### src/rtl/mem_access_stage_if.sv
// Data-bus interface between the MEM stage (master) and data memory (slave).
//   dbus_req   : access request, held until the ready cycle or a timeout
//   dbus_we    : 1 = write
//   dbus_addr  : word-aligned address
//   dbus_wdata : lane-replicated store data
//   dbus_be    : byte enables
//   dbus_ready : memory completes the access this cycle
//   dbus_rdata : read word, valid with dbus_ready
interface mem_access_stage_if;
  logic        dbus_req;
  logic        dbus_we;
  logic [31:0] dbus_addr;
  logic [31:0] dbus_wdata;
  logic [3:0]  dbus_be;
  logic        dbus_ready;
  logic [31:0] dbus_rdata;

  modport master (
    output dbus_req,
    output dbus_we,
    output dbus_addr,
    output dbus_wdata,
    output dbus_be,
    input  dbus_ready,
    input  dbus_rdata
  );

  modport slave (
    input  dbus_req,
    input  dbus_we,
    input  dbus_addr,
    input  dbus_wdata,
    input  dbus_be,
    output dbus_ready,
    output dbus_rdata
  );
endinterface

### src/rtl/mem_access_stage.sv
// RISC-V MEM stage: runs loads/stores over a req/ready data bus, builds byte enables,
// sign/zero-extends load data and stalls the pipeline for the duration of an access.
// Ports:
//   clk, reset          : clock, asynchronous active-low reset
//   ALUResult_in        : effective address from EX/MEM
//   WriteData_in        : store data (rs2)
//   MemRead_in/Write_in : load / store request (store wins if both)
//   funct3_in           : access size and signedness
//   dbus                : data bus (master side), outputs registered
//   ReadData_out        : formatted load data to MEM_WB, registered
//   stall_out           : freeze upstream stages, bubble MEM_WB
//   fault_out           : misaligned or illegal access (combinational)
//   bus_error_out       : one-cycle pulse on bus timeout
module mem_access_stage #(
  parameter int unsigned TIMEOUT_CYCLES = 16,
  parameter int unsigned TO_W           = 5
) (
  input  logic                      clk,
  input  logic                      reset,
  input  logic [31:0]               ALUResult_in,
  input  logic [31:0]               WriteData_in,
  input  logic                      MemRead_in,
  input  logic                      MemWrite_in,
  input  logic [2:0]                funct3_in,
  mem_access_stage_if.master        dbus,
  output logic [31:0]               ReadData_out,
  output logic                      stall_out,
  output logic                      fault_out,
  output logic                      bus_error_out
);

  typedef enum logic [1:0] {StIdle, StBusy, StDone} state_e;

  state_e state_q, state_d;

  logic            req_q, req_d;
  logic            we_q, we_d;
  logic [31:0]     addr_q, addr_d;
  logic [31:0]     wdata_q, wdata_d;
  logic [3:0]      be_q, be_d;
  logic [31:0]     rdata_q, rdata_d;
  logic            err_q, err_d;
  logic [TO_W-1:0] cnt_q, cnt_d;
  // Load formatting info captured at issue so completion does not depend on EX/MEM.
  logic            load_q, load_d;
  logic [1:0]      lsb_q, lsb_d;
  logic [2:0]      f3_q, f3_d;

  logic        access, is_store, misalign, illegal, fault, issue, timeout;
  logic [31:0] wdata_fmt, load_fmt;
  logic [3:0]  be_fmt;
  logic [7:0]  byte_sel;
  logic [15:0] half_sel;

  assign access   = MemRead_in | MemWrite_in;
  assign is_store = MemWrite_in;

  always_comb begin
    misalign = 1'b0;
    illegal  = 1'b0;
    case (funct3_in)
      3'b000:  ;
      3'b001:  misalign = ALUResult_in[0];
      3'b010:  misalign = |ALUResult_in[1:0];
      3'b100:  illegal  = is_store;
      3'b101: begin
        illegal  = is_store;
        misalign = ALUResult_in[0];
      end
      default: illegal  = 1'b1;
    endcase
  end

  assign fault     = illegal | misalign;
  assign fault_out = access & fault;
  assign issue     = (state_q == StIdle) & access & ~fault;
  assign timeout   = (cnt_q == TO_W'(TIMEOUT_CYCLES - 1));

  // Store lane replication and byte enables; loads always read the full word.
  always_comb begin
    wdata_fmt = WriteData_in;
    be_fmt    = 4'b1111;
    if (is_store) begin
      case (funct3_in[1:0])
        2'b00: begin
          wdata_fmt = {4{WriteData_in[7:0]}};
          be_fmt    = 4'b0001 << ALUResult_in[1:0];
        end
        2'b01: begin
          wdata_fmt = {2{WriteData_in[15:0]}};
          be_fmt    = ALUResult_in[1] ? 4'b1100 : 4'b0011;
        end
        default: ;
      endcase
    end
  end

  always_comb begin
    case (lsb_q)
      2'd0:    byte_sel = dbus.dbus_rdata[7:0];
      2'd1:    byte_sel = dbus.dbus_rdata[15:8];
      2'd2:    byte_sel = dbus.dbus_rdata[23:16];
      default: byte_sel = dbus.dbus_rdata[31:24];
    endcase
    half_sel = lsb_q[1] ? dbus.dbus_rdata[31:16] : dbus.dbus_rdata[15:0];
    case (f3_q[1:0])
      2'b00:   load_fmt = {{24{~f3_q[2] & byte_sel[7]}}, byte_sel};
      2'b01:   load_fmt = {{16{~f3_q[2] & half_sel[15]}}, half_sel};
      default: load_fmt = dbus.dbus_rdata;
    endcase
  end

  // FSM: state register
  always_ff @(posedge clk or negedge reset) begin
    if (!reset) state_q <= StIdle;
    else        state_q <= state_d;
  end

  // FSM: next state
  always_comb begin
    state_d = state_q;
    case (state_q)
      StIdle:  if (issue) state_d = StBusy;
      StBusy:  if (dbus.dbus_ready || timeout) state_d = StDone;
      StDone:  state_d = StIdle;
      default: state_d = StIdle;
    endcase
  end

  // FSM: outputs. DONE releases the stall so MEM_WB captures ReadData_out at its edge.
  always_comb begin
    stall_out = 1'b0;
    case (state_q)
      StIdle:  stall_out = issue;
      StBusy:  stall_out = 1'b1;
      default: stall_out = 1'b0;
    endcase
  end

  // Datapath next state
  always_comb begin
    req_d   = req_q;
    we_d    = we_q;
    addr_d  = addr_q;
    wdata_d = wdata_q;
    be_d    = be_q;
    rdata_d = rdata_q;
    cnt_d   = cnt_q;
    load_d  = load_q;
    lsb_d   = lsb_q;
    f3_d    = f3_q;
    err_d   = 1'b0;
    case (state_q)
      StIdle: begin
        if (issue) begin
          req_d   = 1'b1;
          we_d    = is_store;
          addr_d  = {ALUResult_in[31:2], 2'b00};
          wdata_d = wdata_fmt;
          be_d    = be_fmt;
          cnt_d   = '0;
          load_d  = ~is_store;
          lsb_d   = ALUResult_in[1:0];
          f3_d    = funct3_in;
        end
      end
      StBusy: begin
        cnt_d = cnt_q + TO_W'(1);
        if (dbus.dbus_ready) begin
          req_d = 1'b0;
          if (load_q) rdata_d = load_fmt;
        end else if (timeout) begin
          req_d   = 1'b0;
          rdata_d = '0;
          err_d   = 1'b1;
        end
      end
      default: ;
    endcase
  end

  always_ff @(posedge clk or negedge reset) begin
    if (!reset) begin
      req_q   <= 1'b0;
      we_q    <= 1'b0;
      addr_q  <= '0;
      wdata_q <= '0;
      be_q    <= '0;
      rdata_q <= '0;
      err_q   <= 1'b0;
      cnt_q   <= '0;
      load_q  <= 1'b0;
      lsb_q   <= '0;
      f3_q    <= '0;
    end else begin
      req_q   <= req_d;
      we_q    <= we_d;
      addr_q  <= addr_d;
      wdata_q <= wdata_d;
      be_q    <= be_d;
      rdata_q <= rdata_d;
      err_q   <= err_d;
      cnt_q   <= cnt_d;
      load_q  <= load_d;
      lsb_q   <= lsb_d;
      f3_q    <= f3_d;
    end
  end

  assign dbus.dbus_req   = req_q;
  assign dbus.dbus_we    = we_q;
  assign dbus.dbus_addr  = addr_q;
  assign dbus.dbus_wdata = wdata_q;
  assign dbus.dbus_be    = be_q;
  assign ReadData_out    = rdata_q;
  assign bus_error_out   = err_q;

endmodule
### src/flat_wrapper.sv
// flat-port wrapper written by rule: the top's interface ports become plain ports
module mem_access_stage_flat 
#(
  parameter int unsigned TIMEOUT_CYCLES = 16,
  parameter int unsigned TO_W           = 5
)
  (clk, reset, ALUResult_in, WriteData_in, MemRead_in, MemWrite_in, funct3_in, ReadData_out, stall_out, fault_out, bus_error_out, dbus_dbus_req, dbus_dbus_we, dbus_dbus_addr, dbus_dbus_wdata, dbus_dbus_be, dbus_dbus_ready, dbus_dbus_rdata);
  mem_access_stage_if dbus_i ();
  input  logic clk;
  input  logic reset;
  input  logic [31:0] ALUResult_in;
  input  logic [31:0] WriteData_in;
  input  logic MemRead_in;
  input  logic MemWrite_in;
  input  logic [2:0] funct3_in;
  output logic [31:0] ReadData_out;
  output logic stall_out;
  output logic fault_out;
  output logic bus_error_out;
  output wire logic [$bits(dbus_i.dbus_req)-1:0] dbus_dbus_req;
  output wire logic [$bits(dbus_i.dbus_we)-1:0] dbus_dbus_we;
  output wire logic [$bits(dbus_i.dbus_addr)-1:0] dbus_dbus_addr;
  output wire logic [$bits(dbus_i.dbus_wdata)-1:0] dbus_dbus_wdata;
  output wire logic [$bits(dbus_i.dbus_be)-1:0] dbus_dbus_be;
  input wire logic [$bits(dbus_i.dbus_ready)-1:0] dbus_dbus_ready;
  input wire logic [$bits(dbus_i.dbus_rdata)-1:0] dbus_dbus_rdata;
  assign dbus_dbus_req = dbus_i.dbus_req;
  assign dbus_dbus_we = dbus_i.dbus_we;
  assign dbus_dbus_addr = dbus_i.dbus_addr;
  assign dbus_dbus_wdata = dbus_i.dbus_wdata;
  assign dbus_dbus_be = dbus_i.dbus_be;
  assign dbus_i.dbus_ready = dbus_dbus_ready;
  assign dbus_i.dbus_rdata = dbus_dbus_rdata;
  mem_access_stage #(.TIMEOUT_CYCLES(TIMEOUT_CYCLES), .TO_W(TO_W)) u_core (.clk(clk), .reset(reset), .ALUResult_in(ALUResult_in), .WriteData_in(WriteData_in), .MemRead_in(MemRead_in), .MemWrite_in(MemWrite_in), .funct3_in(funct3_in), .dbus(dbus_i), .ReadData_out(ReadData_out), .stall_out(stall_out), .fault_out(fault_out), .bus_error_out(bus_error_out));
endmodule
### config.mk
export PLATFORM = sky130hd
export DESIGN_NAME = mem_access_stage_flat
export DESIGN_NICKNAME = d
export VERILOG_FILES = /design/src/rtl/mem_access_stage_if.sv /design/src/rtl/mem_access_stage.sv /design/src/flat_wrapper.sv
export SDC_FILE = /design/constraint.sdc
export NUM_CORES = 1
export LEC_CHECK = 0
export BUFFER_PORTS_ARGS = -buffer_cell sky130_fd_sc_hd__buf_2
export CORE_AREA = 2 2 109 111
export CTS_CLUSTER_SIZE = 25
export DETAILED_ROUTE_END_ITERATION = 12
export DIE_AREA = 0 0 111 113
export HOLD_SLACK_MARGIN = 0.1
export PLACE_DENSITY = 0.8
export SYNTH_ARGS = -nofsm -noshare
export SYNTH_HDL_FRONTEND = slang
export SYNTH_SLANG_ARGS = --single-unit
### constraint.sdc
create_clock -name clk -period 3 [get_ports clk]
set_clock_uncertainty 0.05 [all_clocks]
set_input_delay 0.6 -clock clk [delete_from_list [all_inputs] [get_ports clk]]
set_output_delay 0.6 -clock clk [all_outputs]
set_load 0.02 [all_outputs]
==> results.md <==
* Cell taking the most area after synthesis: dfrtp_1
* Power per cell area at 1016 nW/um^2
* Mapped Area at 5406 sq um
* RSZ-0062 raised after global routing: no
* Crit path time final at 2.703 ns
* Critical Path End Type: primary output
* DR vias at 4,536
* Post-synth EDFFs at 0
* Nets at 774
* Layout Cells excl Fill at 822
* Largest net degree at the start of global routing at 111
* Largest cells by area after synthesis: dfrtp_1 53%, mux2_4 11%, mux2i_1 4.4%
* Netlist cell types at 40
* Hold/Removal Path Class: input port to async pin
* Post-synthesis cell count at 464
* First-pass GRT wire length at 23,620 um
* Worst-Skew Late Latency at 0.41 ns
* DRT Wirelength at 14,880 um
* Warnings, synthesis at 0
* CP Max Fanout at 3
* DIE WIDTH at 111 um
* Port Buf Inserts at 206
* Setup Total Neg Slack at 0 ns
* Most common cell in the netlist: dfrtp_1
* Worst-path clk slew at 0.05 ns
* Io pins at 209
* Chip Height at 113 um
* GR Util All Layers at 24.01%
* Max Slew Vio Count at 0
* Top_reg_cell synth: dfrtp_1
* Post-cts resize count at 0
* Diodes inserted at 0
* Avg Cell Area, Syn at 11.65 sq um
* Initial core utilization at 47.96%
* GP Congestion at 0.9071
* Num CTS Buffers at 17
* Synth top cells by count: 114 x dfrtp_1, 48 x nand2_1, 40 x mux2_4
* Register area share after synthesis at 52.77%
* Initial antenna violation count at 0
* Share of layout cells above drive strength 1 at 44.48%
* Hold bufs inserted after CTS at 0
* Final ANT Viol Nets at 0
* Vias per cell at 5.518
* Placement row count at 39
* First-pass DRT Iterations at 6
* Sink Count at 114
* Clock root buffer: clkbuf_16
* CP Class: input port to primary output
* Max-cap violations at 0
* Slew of the pin with the lowest slew margin at 0.9897 ns
* Hpwl dp at 10,640 um
* H-tree depth at 4
* Worst rel slew slack at 34.02%
* Fin crit share at 90.11%
* Synth-to-layout area growth at 32.49%
* Vias in the first global route at 4,575
* Final global-route overflow total at 0
* Fin util at 63.55%
* Yosys top cell area share at 52.77%
* CTS tree: built
* Static leakage at 0.003732 uW
* DRT iter0 DRCs at 316
* Post-route DRC at 0
* Hold Fails Final Rpt at 0
* Seq cells post-synth at 114
* WL/cell at 18.10 um
* Critical Path AT at 2.05 ns
* Die Footprint at 12,540 sq um
* Dpl cells at 792
* Critical Path RT at 2.35 ns
* Max clock buf depth at 2
* Total core area at 11,270 sq um
* Setup violators final at 0
* CP startpoint kind: input port
* Status: finished clean
* Post-synthesis async set-or-reset flop share at 100.0%
* Achievable clock frequency at 369.9 MHz
* Worst VDD drop at 0.0006679 V
* Setup bufs post-CTS at 0
-- layout make-up --
class / instances / area, sq um
tap: 143 / 178.9
multi-input combinational: 306 / 2342
clock buffer: 26 / 529.3
clock inverter: 4 / 70.07
fill: 920 / 4109
sequential: 114 / 2853
timing repair buffer: 218 / 1149
inverter: 11 / 41.29
-- layout by cell type, fill, tap and decap left out, types with 2 or more instances in the layout --
master | netlist | layout
inv_1 | 11 | 11
bufinv_16 | 0 | 2
o211ai_1 | 3 | 3
mux2_4 | 40 | 40
a221o_1 | 17 | 17
conb_1 | 1 | 2
dfrtp_1 | 114 | 114
mux2_1 | 2 | 2
nand2_1 | 48 | 48
mux2i_1 | 24 | 24
nor3_1 | 3 | 3
ha_1 | 2 | 2
clkinv_2 | 0 | 2
o22ai_1 | 2 | 2
a21oi_1 | 25 | 25
a311oi_1 | 6 | 6
nor2_1 | 26 | 26
clkbuf_8 | 0 | 7
nor3b_1 | 7 | 7
a22o_1 | 9 | 9
o21ai_0 | 39 | 39
o31ai_1 | 7 | 7
o21a_1 | 6 | 6
buf_4 | 2 | 11
nand2b_1 | 5 | 5
clkbuf_16 | 0 | 17
mux2_2 | 12 | 12
buf_2 | 2 | 205
buf_12 | 0 | 2
nand3_1 | 6 | 6
nor2b_1 | 4 | 4
clkbuf_1 | 21 | 2
-- final timing paths --
check / start / end / slack, ns / cells past startpoint
max in group asynchronous: reset / u_core.dbus.dbus_addr[20] / 1.94 / 2
min reg2reg: u_core.ReadData_out[7] / u_core.ReadData_out[7] / 0.42 / 1
min: reset / u_core.ReadData_out[10] / 0.22 / 1
min in group clk: ALUResult_in[3] / u_core.dbus.dbus_addr[3] / 0.36 / 2
max: funct3_in[2] / stall_out / 0.30 / 5
max reg2reg: u_core.lsb_q[0] / u_core.ReadData_out[18] / 0.71 / 5
-- through the flow --
| stage | power [uW] | instance area [sq um] | setup WS, ns | hold WS, ns |
|---|---|---|---|---|
| floorplan | 4277 | 5410 | 0.2504 | 0.2544 |
| global placement | 5156 | 6564 | 0.3305 | 0.4065 |
| detailed placement | 5256 | 6564 | 0.3169 | 0.4116 |
| CTS | 7322 | 7163 | 0.3086 | 0.2346 |
| global route | 7626 | 7163 | 0.2783 | 0.2807 |
| finish | 7277 | 7163 | 0.2967 | 0.2158 |
-- registers in the layout (all words and copies together), names as in the netlist --
signal                  cells
u_core.ReadData_out        32
u_core.dbus.dbus_wdata     32
u_core.dbus.dbus_addr      30
u_core.cnt_q                5
u_core.dbus.dbus_be         4
u_core.f3_q                 3
u_core.lsb_q                2
u_core.state_q              2
u_core.bus_error_out        1
u_core.dbus.dbus_req        1
u_core.dbus.dbus_we         1
u_core.load_q               1
-- worst max-delay path, stage by stage --
cell	delay [ns]
buf_2	0.13
or4_1	0.57
a2111o_2	0.49
nand2_1	0.09
buf_2	0.18
-- per-layer routing --
| metal | share of wire, % | wire, um | GRT usage (%) |
|---|---|---|---|
| met3 | 7.3 | 1086 | 6.963 |
| met2 | 49 | 7319 | 40.08 |
| met5 | 0 | 0 | 0 |
| met4 | 1.9 | 289 | 10.58 |
| met1 | 42 | 6182 | 29.23 |
-- power breakdown --
part / internal, uW / total (uW) / switching [uW] / leakage (uW)
sequential: 2140 / 2550 / 413 / 0.00140
combinational: 1140 / 2690 / 1550 / 0.00203
clock: 1360 / 2040 / 672 / 0.000298
-- logic make-up (layout without fill, tap and decap cells) --
family	Yosys count	count (layout)	share of synthesized area, %
other	1	2	0.06936
multiplexers	79	79	18.88
adder cells (fa/ha/maj)	2	2	0.4628
flip-flops	114	114	52.77
AND/OR/NAND/NOR	102	102	8.354
XOR/XNOR	1	1	0.1620
AO/OA/AOI/OAI	120	120	15.30
buffers and inverters	45	259	4.004
Power figures use the tool's default switching activity.
